$ cat config.mk
export PLATFORM = sky130hd
export DESIGN_NAME = game_stats_tracker
export DESIGN_NICKNAME = d
export VERILOG_FILES = /design/src/rtl/game_stats_tracker.sv
export SDC_FILE = /design/constraint.sdc
export NUM_CORES = 1
export LEC_CHECK = 0
export CORE_MARGIN = 5
export CORE_UTILIZATION = 43
export DETAILED_ROUTE_END_ITERATION = 6
export PLACE_DENSITY = 0.7
export SLEW_MARGIN = 25
export SYNTH_ARGS = -nofsm -noshare
export SYNTH_HDL_FRONTEND = slang
export SYNTH_SLANG_ARGS = --single-unit
export TNS_END_PERCENT = 30
$ cat constraint.sdc
create_clock -name pclk -period 2.2 [get_ports pclk]
set_input_delay 0.33 -clock pclk [delete_from_list [all_inputs] [get_ports pclk]]
set_output_delay 0.33 -clock pclk [all_outputs]
set_load 0.01 [all_outputs]
$ cat src/rtl/game_stats_tracker.sv
// Memory-game statistics: pair counter, 1/100 s game clock and game state for the endgame screen.
// All outputs registered; state/counters update on the pclk edge after the input pulse.
`ifndef CARD_MAX_NUM_SIZE
`define CARD_MAX_NUM_SIZE 8
`endif

module game_stats_tracker #(
    parameter int TICK_DIV = 650000,
    parameter int NUM_W    = `CARD_MAX_NUM_SIZE
) (
    input  logic             pclk,
    input  logic             rst,
    input  logic             start_game,
    input  logic [NUM_W-1:0] num_of_cards,
    input  logic             pair_found,
    input  logic             pause,
    output logic [7:0]       discovered_pairs_ctr,
    output logic [12:0]      game_time,
    output logic             game_over_en,
    output logic             running
);

    localparam int PW = (TICK_DIV > 1) ? $clog2(TICK_DIV) : 1;
    localparam logic [PW-1:0] PRESC_MAX = PW'(TICK_DIV - 1);
    // Common width so a target wider than the 8-bit counter still compares correctly.
    localparam int CW = (NUM_W > 8) ? NUM_W : 8;

    typedef enum logic [1:0] {
        IDLE     = 2'd0,
        RUNNING  = 2'd1,
        FINISHED = 2'd2
    } state_t;

    state_t           state_q, state_d;
    logic [PW-1:0]    presc_q, presc_d;
    logic [6:0]       hund_q, hund_d;
    logic [5:0]       sec_q, sec_d;
    logic [7:0]       pairs_q, pairs_d;
    logic [NUM_W-1:0] target_q, target_d;
    logic             game_over_q, game_over_d;
    logic             running_q, running_d;
    logic             tick;
    logic [NUM_W-1:0] half_cards;

    always_comb begin
        state_d    = state_q;
        presc_d    = presc_q;
        hund_d     = hund_q;
        sec_d      = sec_q;
        pairs_d    = pairs_q;
        target_d   = target_q;
        tick       = 1'b0;
        half_cards = num_of_cards >> 1;

        if (start_game) begin
            state_d  = RUNNING;
            presc_d  = '0;
            hund_d   = '0;
            sec_d    = '0;
            pairs_d  = '0;
            target_d = (half_cards == '0) ? NUM_W'(1) : half_cards;
        end else begin
            case (state_q)
                RUNNING: begin
                    if (!pause) begin
                        if (presc_q == PRESC_MAX) begin
                            presc_d = '0;
                            tick    = 1'b1;
                        end else begin
                            presc_d = presc_q + 1'b1;
                        end
                    end
                    // Clock stops at 63.99 rather than wrapping to 0.00.
                    if (tick && !(sec_q == 6'd63 && hund_q == 7'd99)) begin
                        if (hund_q == 7'd99) begin
                            hund_d = 7'd0;
                            sec_d  = sec_q + 6'd1;
                        end else begin
                            hund_d = hund_q + 7'd1;
                        end
                    end
                    if (pair_found) begin
                        if (pairs_q != 8'hFF) begin
                            pairs_d = pairs_q + 8'd1;
                        end
                        if (CW'(pairs_d) == CW'(target_q)) begin
                            state_d = FINISHED;
                        end
                    end
                end
                default: ;
            endcase
        end

        game_over_d = (state_d == FINISHED);
        running_d   = (state_d == RUNNING);
    end

    always_ff @(posedge pclk) begin
        if (!rst) begin
            state_q     <= IDLE;
            presc_q     <= '0;
            hund_q      <= '0;
            sec_q       <= '0;
            pairs_q     <= '0;
            target_q    <= '0;
            game_over_q <= 1'b0;
            running_q   <= 1'b0;
        end else begin
            state_q     <= state_d;
            presc_q     <= presc_d;
            hund_q      <= hund_d;
            sec_q       <= sec_d;
            pairs_q     <= pairs_d;
            target_q    <= target_d;
            game_over_q <= game_over_d;
            running_q   <= running_d;
        end
    end

    assign discovered_pairs_ctr = pairs_q;
    assign game_time            = {sec_q, hund_q};
    assign game_over_en         = game_over_q;
    assign running              = running_q;

endmodule

# Word-level counts from Yosys, hierarchy flattened
# Cells that the tools add are included.
[op_classes]
add_sub_neg = 4
n_eq_ne = 8
muxes = 15
bitwise_logic = 2
reduce_logical = 9
[op_table]
columns = ["operator", "n"]
rows = [
  ["$mux W8", 4],
  ["$add A20 B1 Y20 const B", 1],
  ["$eq A20 B20 Y1 const B", 1],
  ["$mux W20", 1],
  ["$mux W7", 2],
  ["$add A8 B1 Y8 const B", 1],
  ["$eq A8 B8 Y1", 1],
  ["$logic_not A8 Y1", 1],
  ["$mux W2", 4],
  ["$ne A8 B8 Y1 const B", 1],
  ["$add A7 B1 Y7 const B", 1],
  ["$eq A7 B7 Y1 const B", 1],
  ["$add A6 B1 Y6 const B", 1],
  ["$eq A6 B6 Y1 const B", 1],
  ["$reduce_and A2 Y1", 3],
  ["$eq A2 B1 Y1 const B", 2],
  ["$mux W1", 4],
  ["$reduce_and A3 Y1", 1],
  ["$eq A2 B2 Y1 const B", 1],
  ["$logic_and A1 B1 Y1", 2],
  ["$not A1 Y1", 2],
  ["$reduce_or A2 Y1", 1],
  ["$logic_not A1 Y1", 1],
]
[totals]
reg_bits = 53
in_bits = 13
out_inout_bits = 23
wordCells = 46

# Logic depth before layout (Yosys ltp)
[depth]
ltp_word = 11
depth_mapped = 9
depth_no_buf = 7

# Least setup slack after synthesis
# Ideal clock, no wire load.
[synth_path]
path_type = "flip-flop to flip-flop"
start = "register pairs_q[0] (netlist: discovered_pairs_ctr[0])"
end = "register running_q (netlist: running)"
setup_ns = 0.126
t_arrival_ns = 2.020
required_time_ns = 2.074
setup_slack_ns = 0.054
path_stages_with_launch = 10
path_buffers = 2
synth_period_minus_slack_ns = 2.146
path_cell_list = "dfxtp_1 ha_1 buf_2 and4_1 buf_2 a21oi_2 o2111ai_1 or4_1 nor3_1 o21ai_0"
[synth_between]
elab_chain_cells = 11
word_cells_on_any_way = 12
classes_between = "1 x add/sub; 3 x eq/ne; 8 x mux"
[synth_rtl]
columns = ["element", "line_no", "source"]
rows = [
  ["from (decl)", "38", "logic [7:0] pairs_q, pairs_d;"],
  ["from (signal assigned)", "114", "pairs_q <= pairs_d;"],
  ["$add A8 B1 Y8 / $ne A8 B8 Y1 (equally long branches)", "84, 83", ""],
  ["$mux W8 (*)", "83", "if (pairs_q != 8'hFF) begin"],
  ["$mux W8 (*)", "82", "if (pair_found) begin"],
  ["$mux W8 (*)", "63", "case (state_q)"],
  ["$mux W8 (*)", "55", "if (start_game) begin"],
  ["$eq A8 B8 Y1 (*)", "86", "if (CW'(pairs_d) == CW'(target_q)) begin"],
  ["$mux W2 (*)", "86", ""],
  ["$mux W2 (*)", "82", ""],
  ["$mux W2 (*)", "63", ""],
  ["$mux W2 (*)", "55", ""],
  ["$eq A2 B1 Y1 (*)", "96", "running_d = (state_d == RUNNING);"],
  ["to (signal assigned)", "117", "running_q <= running_d;"],
  ["to (decl)", "41", "logic running_q, running_d;"],
]
# Mark *: on every way between the ends. The rest lies on a longest branch, timed or not. The select of a mux whose other input is x is not followed.
# A chain may end at the register's enable or synchronous reset.

# Worst setup path in the final report
[layout_path]
start = "register pairs_q[0] (netlist: discovered_pairs_ctr[0])"
end = "register game_over_q (netlist: game_over_en)"
[layout_between]
elab_chain_cells = 11
word_cells_on_any_way = 12
classes_between = "1 x add/sub; 3 x eq/ne; 8 x mux"
[layout_rtl]
columns = ["element", "line_no", "source"]
rows = [
  ["$add A8 B1 Y8 / $ne A8 B8 Y1 (equally long branches)", "84, 83", ""],
  ["$mux W8 (*)", "83", ""],
  ["$mux W8 (*)", "82", ""],
  ["$mux W8 (*)", "63", ""],
  ["$mux W8 (*)", "55", ""],
  ["$eq A8 B8 Y1 (*)", "86", ""],
  ["$mux W2 (*)", "86", ""],
  ["$mux W2 (*)", "82", ""],
  ["$mux W2 (*)", "63", ""],
  ["$mux W2 (*)", "55", ""],
  ["$eq A2 B2 Y1 (*)", "95", "game_over_d = (state_d == FINISHED);"],
  ["to (signal assigned)", "116", "game_over_q <= game_over_d;"],
  ["to (decl)", "40", "logic game_over_q, game_over_d;"],
]
# Marked as above.

==> run summary <==
After clock tree synthesis, the flow added hold-fix buffers numbering 0. The final cell count without fillers came out at 431. The routed layout has 2,230 vias.

STA classifies the critical path startpoint as a register. The largest stage delay on the critical path is 0.48 ns, and the worst-case reg-to-reg path depth is 7. The number of placed cells counting well taps came out at 423. Once detailed placement completed, the half-perimeter wirelength came to 3.98 mm. Simple-gate share of the synthesized area: 0.320.

Measured along the x axis, the die boundary spans 88.4 µm. The worst hold path begins at presc_q[16]. For the pin with the worst max-slew slack, the measured transition is 0.403 ns. Setup repair after global routing left no endpoint under its margin.

The ratio of final minimum period to clock period works out to 0.948. The power share of the combinational group was 0.059. The setup path with the least slack is of type reg2reg.

Dividing the detail-routed wire length by the instance count gives 12.2 µm. The run gives 2 as the deepest clock path buffer count. Starting utilization of the core area: 0.444. Max-slew violation count: 0.

The xor/xnor cell area share of the yosys netlist works out to 0.124. Final-stage net count: 372. The tools report the maximum clock frequency as 479 MHz.

Synthesis produced a netlist with a net count of 321. The fraction of power consumed by sequential logic was 0.543. The worst-case clock skew came out at 0.00498 ns. On the critical path, the stage with the largest delay is an instance of or4_1.

The proportion of power drawn by the clock network was 0.398; the total power was 0.00178 W. The run gives 2 as the H-tree depth. The tools report the final hold slack as 0.509 ns.

At the worst endpoint, the required time is 2.45 ns. The worst register-to-register path begins at discovered_pairs_ctr[0]. Global-route wire length before repair: 9.34 mm. Clock latency on the worst-skew pair: 0.31 ns.

The routability congestion estimate from global placement came out at 0.864. TritonCTS built the clock tree. The tools report the end of the worst hold path as presc_q[16]. The worst relative slew slack was 0.730; the full die area was 0.00782 mm². The number of buffers added on ports works out to 34. For this run, the detailed router's first-pass iteration total came to 4. The share of synthesized area spent on multiplexers was 0.0459. The endpoint of the worst-slack reg-to-reg timing path is game_over_en. The post-synthesis to final-layout area growth came out at 26.1%. The internal portion of the total power is 0.00141 W.

The number of max-cap violations came out at 0. Using the TritonRoute via totals, the vias-per-cell ratio works out to 5.17. The worst-case IR drop observed on VDD is 0.000285 V. The tools report the number of nets still failing antenna checks after routing as 0. The power density normalized to cell area was 533 mW/mm². The final count of hold timing violations is 0. The routed design could run at a clock period as short as 2.09 ns. The number of synthesized register bits works out to 52.

The instance count of the mapped netlist is 304. The count of endpoints failing setup in the final report is 0, and the average size of a mapped cell is 8.70 µm². During I/O placement, the number of pins put on the boundary was 36.

The tools report the post-synthesis sequential area ratio as 0.394. The cell sitting at the root of the clock tree is a clkbuf_8. In this run the worst hold path is classified as reg2reg.

Counting instances, the worst hold path has a depth of 2. The initial antenna violation count came out at 0. For this run, design rule violations remaining after detail routing come to 0. In this run the static leakage power is 1.19 nW.

The wire length after detailed routing was 5.28 mm. Counting the buffers created by CTS gives 5. Summed over all nets, the switching power comes to 0.000367 W. Fraction of power spent switching nets: 0.207. The proportion of layout cells with a drive suffix above 1 is 0.121, and the antenna diode instance count is 0. Yosys mapped the design onto 46 distinct sky130hd cell types.

The placement row count is 28. The post-synthesis instance area is 0.00264 mm², and the endpoint arrival time on the critical path is 2.34 ns. Measured along the y axis, the die boundary spans 88.4 µm. The core region is 0.00596 mm².

The overflow left after global routing was 0; the share of the synthesized area in compound gates (AO/OA/AOI/OAI) was 0.0691. Sink count of the clock tree: 52. After clock tree synthesis, the clock-pin slew on the worst setup and hold paths is 0.09 ns. Number of DRC markers in iteration 0: 133.

By area, the combinational part of the netlist is dominated by simple AND/OR/NAND/NOR gates. The adder-cell share of the synthesized area is 0.0189. The run finished with clean final reports.

The critical path goes through ha_1 > and4_1 > a21oi_2 > o2111ai_1 > or4_1 > nor3b_2 > o21a_1. Entering global routing, the biggest net connects 20 pins. The overall routing resource usage is 0.148, and the maximum fanout along the worst path is 4.

The via count of the first global-routing pass is 2,093. Yosys printed 0 warnings. Kind of end point of the critical path: a register. Worst reg-to-reg setup slack: 0.11 ns.
-- registers in the layout, summed over array words and instances (netlist names) --
| register | cells |
|---|---|
| target_q | 7 |
| sec_q | 6 |
| running | 1 |
| presc_q | 20 |
| state_q | 2 |
| hund_q | 7 |
| discovered_pairs_ctr | 8 |
| game_over_en | 1 |
-- worst max path at each step --
stage | start | end | slack (ns)
detailed placement | pause | presc_q[16] | -0.10
global route | discovered_pairs_ctr[0] | running | 0.02
floorplan | discovered_pairs_ctr[0] | running | 0.05
finish | discovered_pairs_ctr[0] | game_over_en | 0.11
global placement | pause | presc_q[16] | -0.08
CTS | discovered_pairs_ctr[0] | running | 0.04
-- kinds of logic after synthesis --
logic type / Yosys count
AO/OA/AOI/OAI: 31
XOR/XNOR: 36
adder cells (fa/ha/maj): 4
buffers and inverters: 17
flip-flops: 52
multiplexers: 12
AND/OR/NAND/NOR: 152
-- cell usage after synthesis, drive strengths merged --
cell     instances  area [µm²]
a211oi           1        7.51
a21o             1        7.51
a21oi           13        68.8
a311oi           1        8.76
a31oi            2        12.5
a32oi            1        8.76
and2             5        31.3
and3             7        43.8
and4             4        35.0
and4bb           1        16.3
buf              9        42.5
clkbuf           5        18.8
dfxtp           52        1040
ha               4        50.1
inv              3        11.3
mux2             1        11.3
mux2i           11         110
nand2           19        71.3
nand2b           4        25.0
nand3           15        87.6
nand3b           2        15.0
nand4           15        93.8
nand4b           2        17.5
nor2            46         173
nor2b           11        68.8
nor3             6        30.0
nor3b            2        20.0
nor4             4        46.3
nor4b            3        26.3
o2111ai          1        8.76
o21a             2        15.0
o21ai            9        45.0
or3              3        18.8
or3b             1        8.76
or4              2        18.8
xnor2           12         105
xnor3            1        22.5
xor2            23         201
-- stage by stage --
step | setup WS [ns] | util | cell area (µm²) | TNS (ns)
finish | 0.113 | 0.560 | 3330 | 0
global route | 0.0157 | 0.560 | 3330 | 0
CTS | 0.0401 | 0.559 | 3330 | 0
detailed placement | -0.102 | 0.537 | 3200 | -0.815
global placement | -0.0841 | 0.537 | 3200 | -0.558
floorplan | 0.0537 | - | 2640 | 0
-- layer usage --
metal	track usage	routed length (µm)	vias up
met5	0	0	-
met2	0.222	2250	39
met3	0.0326	199	6
met1	0.210	2750	1025
met4	0.0522	80	0
li1	-	-	1160
-- cells in the final DEF, fill, tap and decap left out, drive strengths merged, types with 2 or more instances in the layout --
master          n
or3             3
nor4b           3
dfxtp          52
nor2           46
buf            24
mux2i          11
nor3b           2
a31oi           2
nand3          15
nand4b          2
or4             2
nor2b          11
xnor2          12
nor3            6
and2            5
o21ai           9
clkbuf          7
xor2           23
nor4            4
nand2          19
nand2b          4
and4            4
clkdlybuf4s50  34
o21a            2
nand3b          2
ha              4
a21oi          13
and3            7
nand4          15
inv             3
-- layout make-up --
| cell class | count | area (µm²) |
|---|---|---|
| multi-input cells | 235 | 1540 |
| well taps | 75 | 93.8 |
| repair buffers | 58 | 520 |
| fillers | 570 | 2620 |
| clock buffers | 7 | 96.3 |
| flip-flops and latches | 52 | 1040 |
| clock inverters | 1 | 30.0 |
| inverters | 3 | 11.3 |
-- power by group through the flow --
stage / Clock (W) / Sequential (W) / Combinational [W]
after floorplan: 0 / 0.000984 / 0.0000593
after global placement: 0 / 0.000986 / 0.000104
after detailed placement: 0 / 0.000986 / 0.000105
after CTS: 0.000727 / 0.000964 / 0.000105
after global routing: 0.000775 / 0.000966 / 0.000116
final: 0.000708 / 0.000964 / 0.000105
-- worst max-delay path, delay by kind of cell (launching register included) --
kind,cells,cell delay (ns)
flops,1,0.36
simple gates,3,0.97
compound gates,3,0.47
fa+ha+maj,1,0.25
-- timing repair --
| item | CTS | global route |
|---|---|---|
| pin swaps | 0 | 0 |
| setup endpoints to repair | 1 | 2 |
| resized for setup | 1 | 1 |
| setup buffers | 0 | 0 |
No activity file was read; power rests on OpenSTA's default activity.
